## config.mk

```make
export PLATFORM = sky130hd
export DESIGN_NAME = dcache_wt_responder_flat
export DESIGN_NICKNAME = d
export VERILOG_FILES = /design/src/rtl/dcache_pkg.sv /design/src/rtl/dcache_wt_responder_if.sv /design/src/rtl/dcache_tag_data_array.sv /design/src/rtl/dcache_wt_responder.sv /design/src/flat_wrapper.sv
export SDC_FILE = /design/constraint.sdc
export NUM_CORES = 2
export LEC_CHECK = 0
export ABC_AREA = 1
export BUFFER_PORTS_ARGS = -buffer_cell sky130_fd_sc_hd__buf_2
export CAP_MARGIN = 20
export CORE_UTILIZATION = 34
export DETAILED_ROUTE_END_ITERATION = 7
export GPL_ROUTABILITY_DRIVEN = 0
export PLACE_DENSITY_LB_ADDON = 0.12
export SYNTH_ARGS = -nofsm -noshare
export SYNTH_HDL_FRONTEND = slang
export SYNTH_SLANG_ARGS = --single-unit
```

## constraint.sdc

```tcl
create_clock -name clk -period 14.25 [get_ports clk]
set_input_delay 0.7125 -clock clk [delete_from_list [all_inputs] [get_ports clk]]
set_output_delay 0.7125 -clock clk [all_outputs]
set_load 0.01 [all_outputs]
```

## src/rtl/dcache_pkg.sv

```systemverilog
`default_nettype none
// ============================================================================
// Module   : dcache_pkg
// Brief    : Shared types and geometry helpers for the write-through dcache.
// Revision : 1.0 - initial release
// ============================================================================
package dcache_pkg;

   typedef enum logic [1:0] {
      IDLE    = 2'd0,
      RD_MISS = 2'd1,
      WR_THRU = 2'd2
   } state_t;

   // Byte offset inside a 32-bit word
   localparam int c_WORD_OFF = 2;

   function automatic int tag_w(input int addr_w, input int idx_w);
      return addr_w - idx_w - c_WORD_OFF;
   endfunction

   function automatic int num_lines(input int idx_w);
      return 1 << idx_w;
   endfunction

endpackage
`default_nettype wire

```

## src/rtl/dcache_wt_responder_if.sv

```systemverilog
`default_nettype none
// ============================================================================
// Module   : dcache_wt_responder_if
// Brief    : MEM-stage port plus external word-bus signals of the dcache.
// Revision : 1.0 - initial release
// ============================================================================
interface dcache_wt_responder_if #(
   parameter int ADDR_W = 32
);
   logic              memreadM;
   logic              memwriteM;
   logic [ADDR_W-1:0] aluoutM;
   logic [31:0]       writedataM;
   logic [31:0]       readdataM;
   logic              stallM;
   logic              bus_req;
   logic              bus_we;
   logic [ADDR_W-1:0] bus_addr;
   logic [31:0]       bus_wdata;
   logic              bus_ack;
   logic [31:0]       bus_rdata;

   // Environment side: drives the core request and the bus response
   modport master (
      output memreadM, memwriteM, aluoutM, writedataM, bus_ack, bus_rdata,
      input  readdataM, stallM, bus_req, bus_we, bus_addr, bus_wdata
   );

   // Cache side
   modport slave (
      input  memreadM, memwriteM, aluoutM, writedataM, bus_ack, bus_rdata,
      output readdataM, stallM, bus_req, bus_we, bus_addr, bus_wdata
   );
endinterface
`default_nettype wire

```

## src/rtl/dcache_tag_data_array.sv

```systemverilog
`default_nettype none
// ============================================================================
// Module   : dcache_tag_data_array
// Brief    : Valid/tag/data storage; combinational read, synchronous write,
//            valid bits cleared asynchronously by rst (active-low).
// Revision : 1.0 - initial release
// ============================================================================
module dcache_tag_data_array
   import dcache_pkg::*;
#(
   parameter int IDX_W = 6,
   parameter int TAG_W = 24
) (
   input  wire logic             clk,
   input  wire logic             rst,
   input  wire logic [IDX_W-1:0] i_rd_idx,
   output logic                  o_rd_valid,
   output logic      [TAG_W-1:0] o_rd_tag,
   output logic      [31:0]      o_rd_data,
   input  wire logic             i_wr_en,
   input  wire logic [IDX_W-1:0] i_wr_idx,
   input  wire logic [TAG_W-1:0] i_wr_tag,
   input  wire logic [31:0]      i_wr_data
);
   localparam int c_LINES = num_lines(IDX_W);

   logic [c_LINES-1:0] r_valid;
   logic [TAG_W-1:0]   r_tag  [c_LINES];
   logic [31:0]        r_data [c_LINES];

   always_ff @(posedge clk or negedge rst) begin
      if (!rst) begin
         r_valid <= '0;
      end else if (i_wr_en) begin
         r_valid[i_wr_idx] <= 1'b1;
      end
   end

   // Tag and data carry no reset; the valid bit alone qualifies them
   always_ff @(posedge clk) begin
      if (i_wr_en) begin
         r_tag[i_wr_idx]  <= i_wr_tag;
         r_data[i_wr_idx] <= i_wr_data;
      end
   end

   assign o_rd_valid = r_valid[i_rd_idx];
   assign o_rd_tag   = r_tag[i_rd_idx];
   assign o_rd_data  = r_data[i_rd_idx];

endmodule
`default_nettype wire

```

## src/rtl/dcache_wt_responder.sv

```systemverilog
`default_nettype none
// ============================================================================
// Module   : dcache_wt_responder
// Brief    : Direct-mapped write-through, no-write-allocate data cache in
//            front of a slow word bus. Optional counters: DCACHE_STATS_EN.
// Revision : 1.0 - initial release
// ============================================================================
module dcache_wt_responder
   import dcache_pkg::*;
#(
   parameter int IDX_W  = 6,
   parameter int ADDR_W = 32
) (
   input  wire logic             clk,
   input  wire logic             rst,
   dcache_wt_responder_if.slave  mem
`ifdef DCACHE_STATS_EN
   ,
   output logic [31:0]           hit_cnt,
   output logic [31:0]           miss_cnt,
   output logic [31:0]           wr_cnt
`endif
);
   localparam int c_TAG_W = tag_w(ADDR_W, IDX_W);

   state_t             r_state;
   state_t             w_state_nx;
   logic [IDX_W-1:0]   w_idx;
   logic [c_TAG_W-1:0] w_tag;
   logic               w_rd_valid;
   logic [c_TAG_W-1:0] w_rd_tag;
   logic [31:0]        w_rd_data;
   logic               w_match;
   logic               w_hit;
   logic               w_wr_en;
   logic [31:0]        w_wr_data;
   logic               w_unused;

   assign w_idx    = mem.aluoutM[IDX_W+c_WORD_OFF-1:c_WORD_OFF];
   assign w_tag    = mem.aluoutM[ADDR_W-1:IDX_W+c_WORD_OFF];
   assign w_unused = ^mem.aluoutM[c_WORD_OFF-1:0];
   assign w_match  = w_rd_valid && (w_rd_tag == w_tag);
   assign w_hit    = mem.memreadM && w_match;

   assign mem.bus_addr = {mem.aluoutM[ADDR_W-1:c_WORD_OFF], {c_WORD_OFF{1'b0}}};

   dcache_tag_data_array #(
      .IDX_W (IDX_W),
      .TAG_W (c_TAG_W)
   ) u_array (
      .clk        (clk),
      .rst        (rst),
      .i_rd_idx   (w_idx),
      .o_rd_valid (w_rd_valid),
      .o_rd_tag   (w_rd_tag),
      .o_rd_data  (w_rd_data),
      .i_wr_en    (w_wr_en),
      .i_wr_idx   (w_idx),
      .i_wr_tag   (w_tag),
      .i_wr_data  (w_wr_data)
   );

   always_ff @(posedge clk or negedge rst) begin
      if (!rst) begin
         r_state <= IDLE;
      end else begin
         r_state <= w_state_nx;
      end
   end

   always_comb begin
      w_state_nx    = r_state;
      mem.stallM    = 1'b0;
      mem.readdataM = 32'd0;
      mem.bus_req   = 1'b0;
      mem.bus_we    = 1'b0;
      mem.bus_wdata = 32'd0;
      w_wr_en       = 1'b0;
      w_wr_data     = 32'd0;
      case (r_state)
         IDLE: begin
            // A store wins when both request lines are high
            if (mem.memwriteM) begin
               mem.stallM = 1'b1;
               w_state_nx = WR_THRU;
            end else if (mem.memreadM) begin
               if (w_hit) begin
                  mem.readdataM = w_rd_data;
               end else begin
                  mem.stallM = 1'b1;
                  w_state_nx = RD_MISS;
               end
            end
         end
         RD_MISS: begin
            mem.bus_req = 1'b1;
            if (mem.bus_ack) begin
               mem.readdataM = mem.bus_rdata;
               w_wr_en       = 1'b1;
               w_wr_data     = mem.bus_rdata;
               w_state_nx    = IDLE;
            end else begin
               mem.stallM = 1'b1;
            end
         end
         WR_THRU: begin
            mem.bus_req   = 1'b1;
            mem.bus_we    = 1'b1;
            mem.bus_wdata = mem.writedataM;
            if (mem.bus_ack) begin
               // Refresh a resident line only; misses never allocate
               w_wr_en    = w_match;
               w_wr_data  = mem.writedataM;
               w_state_nx = IDLE;
            end else begin
               mem.stallM = 1'b1;
            end
         end
         default: w_state_nx = IDLE;
      endcase
      // Hold every output quiet while reset is asserted
      if (!rst) begin
         mem.stallM    = 1'b0;
         mem.readdataM = 32'd0;
         mem.bus_req   = 1'b0;
         mem.bus_we    = 1'b0;
         mem.bus_wdata = 32'd0;
         w_wr_en       = 1'b0;
      end
   end

`ifdef DCACHE_STATS_EN
   logic w_hit_evt;
   logic w_miss_evt;
   logic w_wr_evt;

   assign w_hit_evt  = (r_state == IDLE) && !mem.memwriteM && w_hit;
   assign w_miss_evt = (r_state == IDLE) && (w_state_nx == RD_MISS);
   assign w_wr_evt   = (r_state == IDLE) && (w_state_nx == WR_THRU);

   always_ff @(posedge clk or negedge rst) begin
      if (!rst) begin
         hit_cnt  <= 32'd0;
         miss_cnt <= 32'd0;
         wr_cnt   <= 32'd0;
      end else begin
         if (w_hit_evt)  hit_cnt  <= hit_cnt + 32'd1;
         if (w_miss_evt) miss_cnt <= miss_cnt + 32'd1;
         if (w_wr_evt)   wr_cnt   <= wr_cnt + 32'd1;
      end
   end
`endif

endmodule
`default_nettype wire

```

## src/flat_wrapper.sv

```systemverilog
// flat-port wrapper written by rule: the top's interface ports become plain ports
module dcache_wt_responder_flat import dcache_pkg::*;
#(
   parameter int IDX_W  = 6,
   parameter int ADDR_W = 32
)
  (clk, rst, mem_memreadM, mem_memwriteM, mem_aluoutM, mem_writedataM, mem_bus_ack, mem_bus_rdata, mem_readdataM, mem_stallM, mem_bus_req, mem_bus_we, mem_bus_addr, mem_bus_wdata);
  dcache_wt_responder_if #(.ADDR_W(ADDR_W)) mem_i ();
  input  wire logic clk;
  input  wire logic rst;
  input wire logic [$bits(mem_i.memreadM)-1:0] mem_memreadM;
  input wire logic [$bits(mem_i.memwriteM)-1:0] mem_memwriteM;
  input wire logic [$bits(mem_i.aluoutM)-1:0] mem_aluoutM;
  input wire logic [$bits(mem_i.writedataM)-1:0] mem_writedataM;
  input wire logic [$bits(mem_i.bus_ack)-1:0] mem_bus_ack;
  input wire logic [$bits(mem_i.bus_rdata)-1:0] mem_bus_rdata;
  output wire logic [$bits(mem_i.readdataM)-1:0] mem_readdataM;
  output wire logic [$bits(mem_i.stallM)-1:0] mem_stallM;
  output wire logic [$bits(mem_i.bus_req)-1:0] mem_bus_req;
  output wire logic [$bits(mem_i.bus_we)-1:0] mem_bus_we;
  output wire logic [$bits(mem_i.bus_addr)-1:0] mem_bus_addr;
  output wire logic [$bits(mem_i.bus_wdata)-1:0] mem_bus_wdata;
  assign mem_i.memreadM = mem_memreadM;
  assign mem_i.memwriteM = mem_memwriteM;
  assign mem_i.aluoutM = mem_aluoutM;
  assign mem_i.writedataM = mem_writedataM;
  assign mem_i.bus_ack = mem_bus_ack;
  assign mem_i.bus_rdata = mem_bus_rdata;
  assign mem_readdataM = mem_i.readdataM;
  assign mem_stallM = mem_i.stallM;
  assign mem_bus_req = mem_i.bus_req;
  assign mem_bus_we = mem_i.bus_we;
  assign mem_bus_addr = mem_i.bus_addr;
  assign mem_bus_wdata = mem_i.bus_wdata;
  dcache_wt_responder #(.IDX_W(IDX_W), .ADDR_W(ADDR_W)) u_core (.clk(clk), .rst(rst), .mem(mem_i));
endmodule
```

**Word level (Yosys, flattened, before mapping)**

Memory sizes are Yosys's and may differ from the RTL's.
Cells that the tools add are included.

- $lt $le $gt $ge: 2
- Equality and inequality tests: 6
- Mux-type cells: 35
- Bitwise operators: 1
- Reduce and logical (&&, ||, !) cells: 6

Operator list:

| operator | count |
|---|---|
| 32-bit 2-to-1 mux | 8 |
| 32-bit one-hot mux with 2 select lines | 2 |
| 64-bit bitwise OR | 1 |
| 24-bit equality test | 1 |
| 1-bit 2-to-1 mux | 16 |
| 2-bit 2-to-1 mux | 4 |
| 6-bit by 7-bit < comparator with 1-bit output, second input constant | 1 |
| 1-bit binary-select mux with 6-bit select | 1 |
| 1-bit demux with 6-bit select | 1 |
| 6-bit by 1-bit >= comparator with 1-bit output, second input constant | 1 |
| 3-bit != test, second input constant | 2 |
| 1-bit one-hot mux with 2 select lines | 2 |
| 2-bit one-hot mux with 2 select lines | 1 |
| 1-bit logical AND | 3 |
| 3-bit AND reduction | 1 |
| 2-bit by 1-bit equality test with 1-bit output, second input constant | 1 |
| 2-bit equality test, second input constant | 1 |
| 2-bit zero test | 1 |
| 2-bit by 1-bit != test with 1-bit output, second input constant | 1 |
| 2-bit OR reduction | 1 |

- Bits in registers: 66
- Bits in writable memories: 3,584
- Bits of input ports: 101
- Output and inout bits: 99
- Word-level logic and storage cells: 54
- Memories kept: 2

Memory list:

| memory | depth | width | rd ports | clocked after Yosys merged registers in | wr ports | RTL line | source |
|---|---|---|---|---|---|---|---|
| u_core.u_array.r_data | 64 | 32 | 1 | 0 | 1 | dcache_tag_data_array.sv:29 | `logic [31:0] r_data [c_LINES];` |
| u_core.u_array.r_tag | 64 | 24 | 1 | 0 | 1 | dcache_tag_data_array.sv:28 | `logic [TAG_W-1:0] r_tag [c_LINES];` |

**Depth between registers and ports, before layout**

- Word-level depth: 9
- Depth in mapped cells: 26

**Hierarchy**

Synthesis repeated with hierarchy kept, for this count alone.

- Cell total of the unflattened synthesis: 12,495
- Area total of the unflattened synthesis: 148,514.9 µm²

Modules (own cells, without submodules):

| module | instances | cells an instance | area each (µm²) | sequential area each (µm²) |
|---|---|---|---|---|
| dcache_tag_data_array | 1 | 12,013 | 145,973.8 | 109,224.8 |
| dcache_wt_responder | 1 | 482 | 2,541.2 | 50.0 |

**Worst setup path before layout**

Ideal clock, no wire load.

- Kind: input to register
- Start: input mem_aluoutM[2]
- End: memory u_core.u_array.r_data[16][0], enable pin
- Setup time: 0.470 ns
- Data arrival time: 5.171 ns
- Path slack: 8.609 ns
- Cell stages on the path: 22
- Cell sequence: buf_4 -> inv_2 -> buf_6 -> buf_4 -> buf_2 -> nand2_1 -> nand3_1 -> nand2_1 -> o21ai_1 -> nand2_1 -> nor2_1 -> nand2_1 -> nand2_1 -> nand3_1 -> nor2_1 -> nand3_1 -> nor2_4 -> nand3_2 -> nand2_4 -> buf_6 -> nand3_1 -> nor2_1

- Longest elaborated chain between the ends: 8
- Elaborated cells on any way between the ends: 10
- Classes of those cells: eq/ne (1); mux (7); reduce/logical (1); memory (1)

RTL lines:

| what | RTL line | source |
|---|---|---|
| start: declaration | flat_wrapper.sv:13 | `input wire logic [$bits(mem_i.aluoutM)-1:0] mem_aluoutM;` |
| memory 64 x 24 bit / 1-bit binary-select mux with 6-bit select (equally long branches) | -- |  |
| 24-bit equality test / 1-bit 2-to-1 mux (equally long branches) | dcache_wt_responder.sv:42, dcache_tag_data_array.sv:47 |  |
| 1-bit logical AND | dcache_wt_responder.sv:42 | `assign w_match = w_rd_valid && (w_rd_tag == w_tag);` |
| 1-bit 2-to-1 mux | dcache_wt_responder.sv:110 | `if (mem.bus_ack) begin` |
| 1-bit one-hot mux with 2 select lines | dcache_wt_responder.sv:80 | `case (r_state)` |
| 1-bit 2-to-1 mux | dcache_wt_responder.sv:122 | `if (!rst) begin` |
| 1-bit 2-to-1 mux | dcache_tag_data_array.sv:41 | `if (i_wr_en) begin` |
| 1-bit 2-to-1 mux (not written as such) | dcache_tag_data_array.sv:43 | `r_data[i_wr_idx] <= i_wr_data;` |
| end: declaration | dcache_tag_data_array.sv:29 |  |

Parallel ways exist; a longest one is shown, timed or not. The select of a mux whose other input is x is not followed.

**Final worst setup path**

- Start: input mem_aluoutM[4]
- End: memory u_core.u_array.r_data[40][30], enable pin

The elaborated chain is that of the path after synthesis.

==> flow_metrics.tcl <==
set metrics [dict create \
    ys_seq_area_share_pct 76.5 \
    layout-drive-gt1-share_pct 11.2 \
    antenna_found_initial 26 \
    numPortBuffers 195 \
    vias_per_cell 5.32 \
    p_per_area_mw_per_mm2 145 \
    critPathMaxFanout 45 \
    die_area_mm2 0.423 \
    syn_inst 10840 \
    hold_class "in -> reg" \
    place_area_mm2 0.151 \
    cp.arrival_ns 8.95 \
    status "completed" \
    ir_drop_mv 0.105 \
    fillerInstances 39051 \
    cpMaxStageDelayCell "nor2_4" \
    clkLatencyLatePin_ns 0.99 \
    synth_area_mm2 0.143 \
    grt.met1_usage_pct 32.3 \
    gr-total-overflow 0 \
    ios 200 \
    grt_max_degree 194 \
    slowest_delay_ns 1.10 \
    start_util_pct 34.2 \
    max_freq_mhz 120 \
    min_period_over_period_pct 58.7 \
    clkTransAtPathRegs_ns 0.07 \
    drt_wl_total_mm 506 \
    worst_pin_slew_ns 1.18 \
    ctsHtreeMaxLevel 5 \
    layout_min_cycle_time_ns 8.36 \
    postRouteAntennaNets 0 \
    ctsRootBufferMaster "clkbuf_16" \
    critPathRequiredTime_ns 14.84 \
    wl_per_cell_um 29.9 \
    grt_pass1_vias 86356 \
    syn_avg_cell_area_um2 13.2 \
    rsz0062_at_grt "false" \
    dp_hpwl_mm 256 \
    crit_chain "buf_2, buf_4, inv_2, buf_4, nand2_4, buf_4, nor2_1, o21ai_1, nand2_1, o21ai_1, nand2_1, nor2_1, nand2_1, nand2_1, nand2_1, nor2_1, nand3_1, nor2_4, buf_4, nand3_2, nand2_4, nand3_1, nor2_4, buf_4" \
    power_leakage_nw 58.7 \
    yosysWarnings 0 \
    yosys.cell_types.count 39 \
    cts.sinks 3650 \
    track_usage_pct 23.3 \
    area_delta_synth_final_pct 14.6 \
    cts_tree "built" \
    slew_violations 0 \
    crit_type "in -> reg" \
    synth-seq-cells 3650 \
    dieHeight_um 650 \
    hold_violations 0 \
    first_pass_iters 6 \
    drt_first_iter_violations 9193 \
    max_slew_margin_pct 21.5 \
    post-route-drc-count 0 \
    max_cap_viol_count 0 \
    fin_area_mm2 0.164 \
    fin_skew_ns 0.0722 \
    cts_buffers 398 \
    grtUsageMet3_pct 2.61 \
    fp.dieW_um 650 \
    report.power.total_mw 23.7 \
    placementRows 237 \
    clockBufferDepth 4 \
    grt_pass1_wl_mm 695 \
    busiest_layer "met2" \
    met2_usage_pct 38.7 \
    core-area_mm2 0.418 \
    worst_setup_path_start_kind "primary input" \
    fin_tns_setup_ns 0 \
    fin_nets 11182 \
    cts_resized 0 \
    cp-end-kind "flop" \
    vias 89920 \
    setup_viol 0 \
]
==> path summary, 6_finish.rpt <==
path                                            start                       endpoint  slack [ns]  cells after the start
max                                    mem_aluoutM[4]  u_core.u_array.r_data[40][30]        5.89                     24
min                                     mem_memwriteM              u_core.r_state[1]        0.11                      3
max reg2reg                u_core.u_array.r_valid[55]  u_core.u_array.r_data[40][30]        7.49                     22
min reg2reg                u_core.u_array.r_valid[49]     u_core.u_array.r_valid[49]        0.45                      2
max in group asynchronous                         rst     u_core.u_array.r_valid[40]       13.28                      3
min in group asynchronous                         rst              u_core.r_state[1]        0.47                      3
==> synth_stat cells <==
cell type,number,area (um2)
nand2_4,1,11.3
o21bai_1,48,360
buf_1,53,199
clkbuf_1,277,1040
ha_1,4,50.1
nand3b_1,8,60.1
nand2_1,2155,8090
nor2_1,742,2790
clkinv_1,3,11.3
nor4_1,25,156
o22a_1,88,771
inv_2,8,30.0
or2_1,58,363
nand3_1,467,2340
buf_6,6,67.6
o221ai_1,96,841
a21oi_1,96,480
nor3_1,114,571
o41ai_1,39,342
o22ai_1,671,4200
or2_2,132,826
o2111ai_1,3,26.3
conb_1,1,3.75
edfxtp_1,3584,108000
a21boi_0,1,7.51
nor2_4,2,22.5
o211ai_1,59,443
o21ai_1,183,916
nand3_2,6,60.1
buf_4,42,315
nor2_2,2,12.5
or2_0,39,244
nand4_1,112,701
dfrtp_1,66,1650
o31ai_1,58,435
inv_1,886,3330
buf_2,252,1260
o21ai_0,452,2260
nand2_2,1,6.26
==> registers in the layout, summed over array words and instances, names as in the netlist <==
register                count
u_core.r_state              2
u_core.u_array.r_data    2048
u_core.u_array.r_tag     1536
u_core.u_array.r_valid     64
==> cell usage in the layout, fill, tap and decap left out, drive strengths merged <==
master and n:
a21boi 1, a21oi 96, buf 465, bufinv 33, clkbuf 499, clkinv 179
clkinvlp 5, conb 2, dfrtp 66, diode 3, dlygate4sd3 1, edfxtp 3584
ha 4, inv 906, nand2 2157, nand3 473, nand3b 8, nand4 112
nor2 746, nor3 114, nor4 25, o2111ai 3, o211ai 59, o21ai 635
o21bai 48, o221ai 96, o22a 88, o22ai 671, o31ai 58, o41ai 39
or2 229
==> worst max-delay path, delay by kind of cell <==
| family | cells | cell delay (ns) |
|---|---|---|
| AOI/OAI and AO/OA | 2 | 0.24 |
| buffers and inverters | 7 | 2.73 |
| and+or+nand+nor | 15 | 4.93 |
==> per-layer routing <==
metal	up-vias	part of all wire [%]
li1	39480	-
met4	4	2.8
met2	3093	48
met5	-	0.0045
met1	46674	44
met3	669	5.6
==> layout make-up <==
cell class	instances	area [um2]	area share (%)
Clock buffer	499	10600	6.45
Tap cell	5497	6880	4.20
Inverter	897	3460	2.11
Clock inverter	226	2010	1.23
Sequential cell	3650	109000	66.7
Antenna cell	3	7.51	0.00458
Multi-Input combinational cell	5664	28200	17.2
Timing Repair Buffer	466	3390	2.07
==> timing repair <==
action / CTS / global route
hold buffers: 1 / 0
endpoints found under the hold margin: 14 / 0
setup buffers: 0 / 0
==> through the flow <==
| step | cells | utilization [%] | hold slack (ns) | setup WS, ns |
|---|---|---|---|---|
| after floorplan | 10841 | - | 0.417 | 8.61 |
| after CTS | 16899 | 39.2 | 0.0385 | 5.85 |
| after global placement | 16170 | 36.2 | 0.434 | 4.71 |
| final | 16902 | 39.2 | 0.113 | 5.89 |
| after detailed placement | 16173 | 36.2 | 0.438 | 4.83 |
| after global routing | 16901 | 39.2 | 0.0694 | 5.67 |
==> where the power goes <==
group | switching, mW | leakage [nW] | internal (mW) | total, mW
clock network | 4.29 | 6.16 | 5.82 | 10.1
logic | 1.26 | 18.8 | 0.316 | 1.58
registers | 0.0131 | 33.7 | 12.0 | 12.1
total | 5.56 | 58.7 | 18.2 | 23.7
==> cells by family (layout without fill, tap and decap cells) <==
kind of cell / Yosys count / in the layout / share of synthesized area (%)
AO/OA/AOI/OAI: 1794 / 1794 / 7.75
other: 1 / 5 / 0.00262
flip-flops: 3650 / 3650 / 76.5
AND/OR/NAND/NOR: 3864 / 3864 / 11.4
adder cells (fa/ha/maj): 4 / 4 / 0.0350
buffers and inverters: 1527 / 2088 / 4.37
Power figures use the tool's default switching activity.
